==> src/rtl/alu_serial_pkg.sv <==
// alu_serial_pkg: op codes, FSM states and flag indices shared by the serial add/sub engine
package alu_serial_pkg;
  typedef enum logic [2:0] {
    OP_ADD  = 3'b000,
    OP_ADC  = 3'b001,
    OP_SUB  = 3'b010,
    OP_SBC  = 3'b011,
    OP_CP   = 3'b100,
    OP_BADD = 3'b110,
    OP_BSUB = 3'b111
  } op_t;
  typedef enum logic [1:0] {S_IDLE, S_RUN, S_DONE} state_t;
  localparam int FLAG_C = 0;
  localparam int FLAG_H = 1;
  localparam int FLAG_N = 2;
  localparam int FLAG_Z = 3;
endpackage

==> src/rtl/alu_digit_slice.sv <==
// alu_digit_slice: D-bit add with carry, invert-b for subtract; BCD correction when ALU_SERIAL_BCD_EN
module alu_digit_slice #(
  parameter int D = 4
) (
  input  logic [D-1:0] a,
  input  logic [D-1:0] b,
  input  logic         cin,
  input  logic         sub,
`ifdef ALU_SERIAL_BCD_EN
  input  logic         bcd,
`endif
  output logic [D-1:0] s,
  output logic         cout
);
  logic [D:0] raw;
  assign raw = {1'b0, a} + {1'b0, sub ? ~b : b} + {{D{1'b0}}, cin};
`ifdef ALU_SERIAL_BCD_EN
  logic adj;
  // decimal add corrects on >9 or carry; decimal subtract corrects on borrow (no carry)
  assign adj  = bcd & (sub ? ~raw[D] : (raw[D] | (raw[D-1:0] > D'(9))));
  assign s    = adj ? raw[D-1:0] + (sub ? D'(10) : D'(6)) : raw[D-1:0];
  assign cout = raw[D] | (adj & ~sub);
`else
  assign s    = raw[D-1:0];
  assign cout = raw[D];
`endif
endmodule

==> src/rtl/alu_serial_addsub.sv <==
// alu_serial_addsub: digit-serial add/subtract with Z/N/H/C flags and start/busy/done handshake
// Optional decimal ops BADD/BSUB enabled by defining ALU_SERIAL_BCD_EN.
module alu_serial_addsub
  import alu_serial_pkg::*;
#(
  parameter int W = 8,
  parameter int D = 4
) (
  input  logic         clk,
  input  logic         reset,
  input  logic         start,
  input  logic [2:0]   op,
  input  logic [W-1:0] a,
  input  logic [W-1:0] b,
  input  logic         cin,
  output logic         busy,
  output logic         done,
  output logic [W-1:0] result,
  output logic         flag_z,
  output logic         flag_n,
  output logic         flag_h,
  output logic         flag_c
);
  localparam int K  = W / D;
  localparam int KW = $clog2(K);
  state_t state, state_n;
  op_t op_q;
  logic [W-1:0] a_q, b_q, r;
  logic [W-D-1:0] acc;
  logic [KW-1:0] k;
  logic cin_q, carry, h_q, sub, c_in, cout, last;
  logic [D-1:0] s;
  // carry is held as a true carry; subtract flags report its inverse as borrow
  assign sub  = op_q == OP_SUB || op_q == OP_SBC || op_q == OP_CP || op_q == OP_BSUB;
  assign c_in = (k == '0) ? sub ^ ((op_q == OP_ADC || op_q == OP_SBC) & cin_q) : carry;
  assign last = k == KW'(K - 1);
  assign r    = {s, acc};
  assign busy = state != S_IDLE;
  assign done = state == S_DONE;
  alu_digit_slice #(.D(D)) u_slice (
    .a    (a_q[int'(k)*D +: D]),
    .b    (b_q[int'(k)*D +: D]),
    .cin  (c_in),
    .sub  (sub),
`ifdef ALU_SERIAL_BCD_EN
    .bcd  (op_q == OP_BADD || op_q == OP_BSUB),
`endif
    .s    (s),
    .cout (cout)
  );
  always_comb begin
    state_n = (state == S_IDLE && start) ? S_RUN :
              (state == S_RUN && last)   ? S_DONE :
              (state == S_DONE)          ? S_IDLE : state;
  end
  always_ff @(posedge clk) begin
    if (reset) begin
      state  <= S_IDLE;
      op_q   <= OP_ADD;
      a_q    <= '0;
      b_q    <= '0;
      cin_q  <= 1'b0;
      k      <= '0;
      carry  <= 1'b0;
      h_q    <= 1'b0;
      acc    <= '0;
      result <= '0;
      flag_z <= 1'b0;
      flag_n <= 1'b0;
      flag_h <= 1'b0;
      flag_c <= 1'b0;
    end else begin
      state <= state_n;
      if (state == S_IDLE && start) begin
        op_q  <= op_t'(op);
        a_q   <= a;
        b_q   <= b;
        cin_q <= cin;
        k     <= '0;
        carry <= 1'b0;
      end
      if (state == S_RUN) begin
        k     <= k + 1'b1;
        carry <= cout;
        acc   <= r[W-1:D];
        if (k == KW'(K - 2)) h_q <= cout;
        // outputs change only here, so they stay stable through the next operation's RUN
        if (last) begin
          result <= (op_q == OP_CP) ? a_q : r;
          flag_z <= r == '0;
          flag_n <= sub;
          flag_h <= sub ^ h_q;
          flag_c <= sub ^ cout;
        end
      end
    end
  end
endmodule

==> config.mk <==
export PLATFORM = sky130hd
export DESIGN_NAME = alu_serial_addsub
export DESIGN_NICKNAME = d
export VERILOG_FILES = /design/src/rtl/alu_serial_pkg.sv /design/src/rtl/alu_digit_slice.sv /design/src/rtl/alu_serial_addsub.sv
export SDC_FILE = /design/constraint.sdc
export NUM_CORES = 1
export LEC_CHECK = 0
export CAP_MARGIN = 20
export CORE_MARGIN = 2
export CORE_UTILIZATION = 45
export DETAILED_ROUTE_END_ITERATION = 6
export PLACE_DENSITY = 0.75
export SLEW_MARGIN = 15
export SYNTH_ARGS = -nofsm -noshare
export SYNTH_HDL_FRONTEND = slang
export SYNTH_SLANG_ARGS = --single-unit
==> constraint.sdc <==
create_clock -name clk -period 3.32 [get_ports clk]
set_clock_uncertainty 0.1 [all_clocks]
set_input_delay 0.664 -clock clk [delete_from_list [all_inputs] [get_ports clk]]
set_output_delay 0.664 -clock clk [all_outputs]
set_load 0.02 [all_outputs]
Word level (Yosys, flattened, before mapping)
Index checks and enable logic that the tools add are counted.
Storage, ports and cells
  bits in registers: 41
  latch bits: 0
  RAM bits: 0
  bits in read-only memories: 0
  bits of input ports: 23
  output and inout port bits: 14
  logic and storage cells: 57
  memories: 0
Cells by class
  add/subtract/negate cells: 3
  $mul: 0
  div/mod/pow operators: 0
  order comparisons: 0
  eq/ne operators: 7
  shift-type cells: 2
  mux-type cells: 9
  bitwise logic cells: 6
  reductions and logical operators: 15
Operators with widths (count)
  $shiftx A8 B4 Y4: 2
  $logic_not A8 Y1: 1
  $mux W8: 1
  $eq A3 B2 Y1 const B: 2
  $eq A3 B3 Y1 const B: 2
  $reduce_bool A2 Y1: 3
  $add A4 B4 Y5: 1
  $add A5 B1 Y5: 1
  $mux W1: 5
  $logic_or A1 B1 Y1: 4
  $mux W2: 2
  $mux W4: 1
  $not A4 Y4: 1
  $reduce_and A2 Y1: 2
  $eq A3 B1 Y1 const B: 1
  $reduce_bool A3 Y1: 1
  $xor A1 B1 Y1: 3
  $eq A2 B1 Y1 const B: 1
  $eq A2 B2 Y1 const B: 1
  $logic_and A1 B1 Y1: 2
  $logic_not A2 Y1: 1
  $reduce_or A2 Y1: 1
  $add A1 B1 Y1 const B: 1
  $and A1 B1 Y1: 1
  $not A1 Y1: 1

Depth between registers and ports, before layout
Gate-level depths: netlist of the first run.
  depth in word-level cells: 8
  mapped depth: 10
  gate-level depth less buffers: 10

By module
Synthesis of the first run repeated with hierarchy kept, for this count alone.
Second synthesis, totals
  cells, all modules: 234
  area total of the unflattened synthesis: 1976.9 µm²
Modules (own cells, without submodules)
  alu_serial_addsub: times used 1, cells an instance 214, area an instance 1800.5 µm², sequential area each 820.8 µm²
  alu_digit_slice: times used 1, cells an instance 20, area an instance 176.4 µm², sequential area each 0.0 µm²

Least setup slack after synthesis of the first run
Ideal clock, no wire load.
  kind: register to register
  start point: register k
  end point: register flag_c
  setup time: 0.086 ns
  arrival time: 2.505 ns
  data required time: 3.134 ns
  path slack: 0.629 ns
  cell stages (with the launch flop): 10
  buffers on the path: 2
  period minus slack after synthesis: 2.691 ns
  path through: dfxtp_1 > buf_2 > buf_2 > mux2_2 > fa_1 > fa_1 > a21o_1 > a21oi_1 > xnor2_1 > a211oi_1
On the way
  word-level cells in the longest chain between the ends: 6
  elaborated cells between the ends (all ways): 9
  those cells by class: 2 x add/sub; 2 x shift; 2 x mux; 2 x bitwise; 1 x reduce/logical
RTL lines
  start, declared: RTL line alu_serial_addsub.sv:30  | logic [KW-1:0] k;
  start signal, assigned: RTL line alu_serial_addsub.sv:83  | k <= k + 1'b1;
  $shiftx A8 B4 Y4: RTL line alu_serial_addsub.sv:42  | .b (b_q[int'(k)*D +: D]),
  $not A4 Y4: RTL line alu_digit_slice.sv:16  | assign raw = {1'b0, a} + {1'b0, sub ? ~b : b} + {{D{1'b0}}, cin};
  $mux W4: RTL line alu_digit_slice.sv:16
  $add A4 B4 Y5: RTL line alu_digit_slice.sv:16
  $add A5 B1 Y5: RTL line alu_digit_slice.sv:16
  $xor A1 B1 Y1: RTL line alu_serial_addsub.sv:93  | flag_c <= sub ^ cout;
  end signal, assigned: RTL line alu_serial_addsub.sv:93
  end, declared: RTL line alu_serial_addsub.sv:22  | output logic flag_c
Several ways; a longest one is shown, not always the timed one.
A chain may end at the register's enable or synchronous reset.

Worst setup path after layout of the first run
  start point: register op_q[2]
  end point: register flag_c
On the way
  word-level cells in the longest chain between the ends: 8
  elaborated cells between the ends (all ways): 16
  those cells by class: 2 x add/sub; 5 x eq/ne; 2 x mux; 3 x bitwise; 4 x reduce/logical
RTL lines
  start, declared: RTL line alu_serial_addsub.sv:27  | op_t op_q;
  start signal, assigned: RTL line alu_serial_addsub.sv:75  | op_q <= op_t'(op);
  $eq A3 B2 Y1, on equally long branches: RTL line alu_serial_addsub.sv:34, alu_serial_addsub.sv:35
  $logic_or A1 B1 Y1 (3 in series): RTL line alu_serial_addsub.sv:34  | assign sub = op_q == OP_SUB || op_q == OP_SBC || op_q == OP_CP || op_q == OP_BSUB;
  $mux W4 / $xor A1 B1 Y1 (equally long branches): RTL line alu_digit_slice.sv:16, alu_serial_addsub.sv:35
  $add A4 B4 Y5 / $mux W1 (equally long branches): RTL line alu_digit_slice.sv:16, alu_serial_addsub.sv:35
  $add A5 B1 Y5: RTL line alu_digit_slice.sv:16
  $xor A1 B1 Y1 *: RTL line alu_serial_addsub.sv:93
Mark *: on every way between the ends. The rest lies on a longest branch, timed or not.

==> out/results.txt, run 1 <==
H-Tree Depth -> 2
detailed placement HPWL -> 2700 um
ys async rst share -> 0%
DRC viols -> 0
GRT overflow -> 0
RePlAce Congestion -> 0.864
Worst path most repeated cell -> fa_1
met2 Track Usage GR -> 25.4%
placed instance count -> 296
static leakage -> 0.867 nW
CTS resizes -> 0
Critical-path top delay cell -> fa_1
Synth top area share -> 42.5%
Port Buf Inserts -> 36
Slew headroom -> 42.4%
Post-Layout Cell Count -> 303
drt total wl -> 3700 um
wire length per cell -> 12.2 um
vias in the first global route -> 1467
crit path DAT -> 2.95 ns
Setup TNS -> 0 ns
Chip Height -> 69.5 um
top cells by count, synth -> nand2_1, dfxtp_1, a21oi_1
met3 usage -> 3.78%
status -> finished, final reports clean
share of cells above drive strength 1 -> 8.30%
Post-Route Utilization -> 58.8%
critical path cell sequence -> nor2b_2 -> xnor2_4 -> xor2_1 -> fa_1 -> fa_1 -> a21o_1 -> a21oi_1 -> xnor2_1 -> a211oi_1
Final Hold Viols -> 0
FF/Latch Area -> 821 sq um
total number of yosys warnings -> 0
maxcap violations -> 0
kind of critical path -> register to register
Yosys reg bits -> 41
Yosys top cell by area -> dfxtp_1
Yosys cell types -> 39
CTS Sinks -> 41
cts bufs inserted -> 5
layout net count -> 281
Syn Inst Count -> 221
syn_nets -> 249
Iteration-0 DRC Markers -> 100
worst min-delay path category -> register to register
Synth Cell Area -> 1930 sq um
Pwr Density -> 489 nW/um^2
f_max -> 350 MHz
CTS tree -> done
Initial Util -> 47.6%
FP Rows -> 23
Max clock buf depth -> 2
first-pass GRT wire length -> 6420 um
top-count cell post-synth -> nand2_1
crit end category -> register
post-placement setup slack -> 0.475 ns
initial antenna violation count -> 0
Worst Path Required -> 3.41 ns
Final Max Slew Viols -> 0
dpl cell area -> 2280 sq um
crit-path leading delay family -> adder cells
Post-CTS Setup Bufs -> 0
Tmin final -> 2.86 ns
area of the multi-input gates -> 1010 sq um
Most used DFF post-synth -> dfxtp_1
Power Total -> 1.17 mW
Core Region -> 4060 sq um
drt first pass iters -> 4
Worst Setup Start Kind -> register
setup violators final -> 0
CP peak stage delay -> 0.47 ns
busiest grt layer -> met2
Worst Path Buf+Inv -> 0
die width -> 69.5 um
vias per std cell -> 5.19
Ports -> 37
register area share after synthesis -> 42.5%
area grow syn2layout -> 23.4%
design area -> 2380 sq um
# diodes -> 0
via count -> 1573
GRT met1 Usage -> 21.8%
Worst-Margin Slew -> 0.860 ns
Die Area -> 4840 sq um
clock transition at the registers of the reported paths -> 0.08 ns
Fill cells -> 373
Avg Cell Area, Syn -> 8.75 sq um
Post-synth EDFFs -> 0
Global Route Usage Sum -> 16.1%
largest net degree at the start of global routing -> 22
final worst slack -> 0.460 ns
crit-path max FO -> 7
Fin Hold WS -> 0.358 ns
period utilization -> 86.1%
Worst-Skew Late Latency -> 0.28 ns
worst vdd ir -> 261 uV
synth top area cells -> dfxtp_1, nand2_1, a21oi_1
ANT nets after route -> 0
cts hold-fix bufs -> 0
CTS Root Cell -> clkbuf_8
RSZ-0062 raised after global routing -> false
[state kept, by name (all words and copies together) (netlist names), 2 cells and up]
register  cells
result        8
op_q          3
a_q           8
state         2
acc           4
b_q           8
[layer usage]
| metal | part of all wire [%] | vias to the layer above |
|---|---|---|
| li1 | - | 811 |
| met1 | 49 | 716 |
| met2 | 45 | 40 |
| met3 | 4.8 | 6 |
| met4 | 0.95 | 0 |
| met5 | 0 | - |
[layout by cell type (no fill, tap or decap), drive strengths merged, types with 2 or more instances in the layout]
| cell | netlist | routed |
|---|---|---|
| ha | 3 | 3 |
| mux2i | 10 | 10 |
| clkbuf | 6 | 5 |
| o21ai | 2 | 2 |
| o31ai | 2 | 2 |
| nand2b | 2 | 2 |
| xnor2 | 3 | 3 |
| a211oi | 10 | 10 |
| buf | 8 | 3 |
| mux2 | 4 | 4 |
| nor2 | 19 | 19 |
| clkdlybuf4s50 | 0 | 36 |
| nor3b | 2 | 2 |
| a21oi | 30 | 30 |
| inv | 2 | 2 |
| nand2 | 49 | 49 |
| fa | 2 | 2 |
| and2 | 3 | 3 |
| xor2 | 6 | 6 |
| nand3 | 2 | 2 |
| nor2b | 3 | 3 |
| dfxtp | 41 | 41 |
| nand3b | 3 | 3 |
[path summary, 6_finish.rpt]
check	to	slack, ns	from	depth (start not counted)
setup / recovery	flag_c	0.46	op_q[2]	9
hold / removal	b_q[2]	0.36	b_q[2]	2
setup reg to reg	flag_c	0.46	op_q[2]	9
hold reg to reg	b_q[2]	0.36	b_q[2]	2
[kinds of logic after synthesis]
logic type	Yosys count	share of synthesized area, %
muxes	14	7.51
and+or+nand+nor	88	20.8
DFF	41	42.5
AOI/OAI and AO/OA	48	14.7
buffers and inverters	16	5.44
xor gates and xnor gates	9	5.05
adders and majority gates	5	4.01
[final cells by class]
class	instances	share of cell area, %
inverters	2	0.315
well taps	50	2.62
repair buffers	39	16.1
flip-flops and latches	41	34.4
clock buffers	5	2.89
multi-input cells	164	42.2
clock inverters	2	1.47
[worst reg2reg max path, stage by stage (launching register included)]
cell and delay [ns]:
dfxtp_1 0.36, nor2b_2 0.27, xnor2_4 0.16, xor2_1 0.22
fa_1 0.47, fa_1 0.41, a21o_1 0.20, a21oi_1 0.26
xnor2_1 0.10, a211oi_1 0.22
[report_power, final]
| part | total [mW] | internal [mW] | switching, mW |
|---|---|---|---|
| Combinational | 0.236 | 0.111 | 0.125 |
| Clock | 0.383 | 0.219 | 0.165 |
| Sequential | 0.546 | 0.522 | 0.0247 |
Power figures use the tool's default switching activity.
==> run 2: changes to the inputs <==
- SLEW_MARGIN: 15 -> not set
==> results of run 2 <==
Final layout, timing and power as in run 1 (identical DEF).
==> run 3: changes to the inputs <==
- clock period: 3.32 -> 2.9 ns (I/O delays scaled with it)
==> run 3 against run 2 <==
  * Sequential power rose by 14%
  * Power rose by 9.8%
  * Die area did not move
  * Routed wire length rose by 5.9%
  * Fmax rose by 9.3%
  * Via count fell by 0.64%
  * Global-route usage rose by 1.2 points
  * Critical path type unchanged
  * Highest routed layer unchanged
==> out/results.txt, run 3 (synthesis results as in run 1) <==
kind of critical path -> register to register
logic gate share of total power -> 22.0%
Fill cells -> 384
Power Total -> 1.28 mW
Critical-path top delay cell -> dfxtp_1
period utilization -> 90.2%
Iteration-0 DRC Markers -> 100
Core Region -> 4060 sq um
most frequent cells in the layout -> nand2_1, dfxtp_1, clkdlybuf4s50_1, a21oi_1, nor2_1
drt total wl -> 3920 um
Internal -> 919 uW
vias in the first global route -> 1488
Pwr Density -> 536 nW/um^2
GRT overflow -> 0
drt first pass iters -> 4
Seq pwr share -> 48.8%
crit end category -> register
top sig layer -> met4
f_max -> 382 MHz
ANT nets after route -> 0
layout net count -> 283
first-pass GRT wire length -> 6760 um
Global Route Usage Sum -> 17.3%
vias per std cell -> 5.12
final worst slack -> 0.284 ns
clock transition at the registers of the reported paths -> 0.07 ns
Initial Util -> 47.6%
Chip Height -> 69.5 um
WL met3 -> 184 um
FF/Latch Area -> 821 sq um
cts bufs inserted -> 5
status -> finished, final reports clean
crit path DAT -> 2.72 ns
Final Max Slew Viols -> 0
biggest regs -> a_q (8), b_q (8), result (8)
setup violators final -> 0
Worst Setup Start Kind -> register
FP Rows -> 23
area grow syn2layout -> 23.7%
Worst Path Required -> 3.01 ns
H-Tree Depth -> 2
Final Hold Viols -> 0
initial antenna violation count -> 0
Switching Power -> 362 uW
detailed placement HPWL -> 2800 um
Sw Share -> 28.3%
Port Buf Inserts -> 36
CTS Root Cell -> clkbuf_8
worst vdd ir -> 421 uV
die width -> 69.5 um
share of cells above drive strength 1 -> 9.02%
commonest non-fill, non-tap cell in the layout -> nand2_1
maxcap violations -> 0
DRC viols -> 0
CP peak stage delay -> 0.43 ns
met2 WL -> 1840 um
CTS tree -> done
post-placement setup slack -> 0.157 ns
RePlAce Congestion -> 0.867
RSZ-0062 raised after global routing -> false
Die Area -> 4840 sq um
Ports -> 37
largest net degree at the start of global routing -> 22
Worst-Skew Late Latency -> 0.30 ns
WL met1 -> 1820 um
Worst-Margin Slew -> 0.869 ns
wire length per cell -> 12.8 um
static leakage -> 0.869 nW
via count -> 1563
area of the multi-input gates -> 1020 sq um
Setup TNS -> 0 ns
Worst path most repeated cell -> fa_1
Slew headroom -> 41.8%
worst min-delay path category -> register to register
Max clock buf depth -> 2
Tmin final -> 2.62 ns
CTS Sinks -> 41
clock share of power -> 29.1%
Post-CTS Setup Bufs -> 0
# diodes -> 0
crit-path max FO -> 4
critical path cell sequence -> nor2b_4 -> a21oi_1 -> xor2_1 -> o21ai_0 -> fa_1 -> fa_1 -> a21o_1 -> a21oi_2 -> xnor2_1 -> a211oi_1
-- run 3: worst paths after layout --
path,slack (ns),to,startpoint,depth (start not counted)
max reg2reg,0.28,flag_c,op_q[0],10
max,0.28,flag_c,op_q[0],10
min,0.36,b_q[2],b_q[2],2
min reg2reg,0.36,b_q[2],b_q[2],2
-- run 3: routing by layer --
metal / up-vias / GRT usage, %
met2: 31 / 27.7
met4: 0 / 6.10
li1: 814 / -
met3: 9 / 5.52
met1: 709 / 21.9
met5: - / 0
-- run 3: power groups by stage --
stage | Combinational [mW] | Clock [mW] | Sequential (mW)
6_report | 0.282 | 0.373 | 0.625
5_1_grt | 0.315 | 0.410 | 0.630
4_1_cts | 0.280 | 0.384 | 0.625
3_5_place_dp | 0.277 | 0 | 0.638
3_3_place_gp | 0.276 | 0 | 0.636
2_1_floorplan | 0.193 | 0 | 0.636
-- run 3: area by class of cell --
| type | count | share of cell area, % |
|---|---|---|
| Multi-Input combinational cell | 164 | 42.5 |
| Sequential cell | 41 | 34.3 |
| Timing Repair Buffer | 41 | 16.6 |
| Clock buffer | 7 | 3.61 |
| Tap cell | 50 | 2.62 |
| Inverter | 2 | 0.314 |
-- run 3: through the flow --
step / util [%] / hold slack (ns) / cells / area, sq um
after global placement: 56.6 / 0.342 / 298 / 2300
final: 58.9 / 0.360 / 305 / 2390
after detailed placement: 56.6 / 0.349 / 298 / 2300
after CTS: 58.7 / 0.361 / 305 / 2380
after floorplan: - / 0.332 / 221 / 1930
after global routing: 58.9 / 0.386 / 305 / 2390
-- run 3: critical path, delay by kind of cell, from the launching register on --
family	cells	cell delay [ns]
XOR/XNOR	2	0.23
flip-flops	1	0.43
AND/OR/NAND/NOR	1	0.09
AO/OA/AOI/OAI	5	0.86
adder cells (fa/ha/maj)	2	0.82
-- run 3: what timing repair did --
action	CTS	global route
gates resized for setup	0	2
endpoints found under the setup margin	0	1
hold buffers	0	0
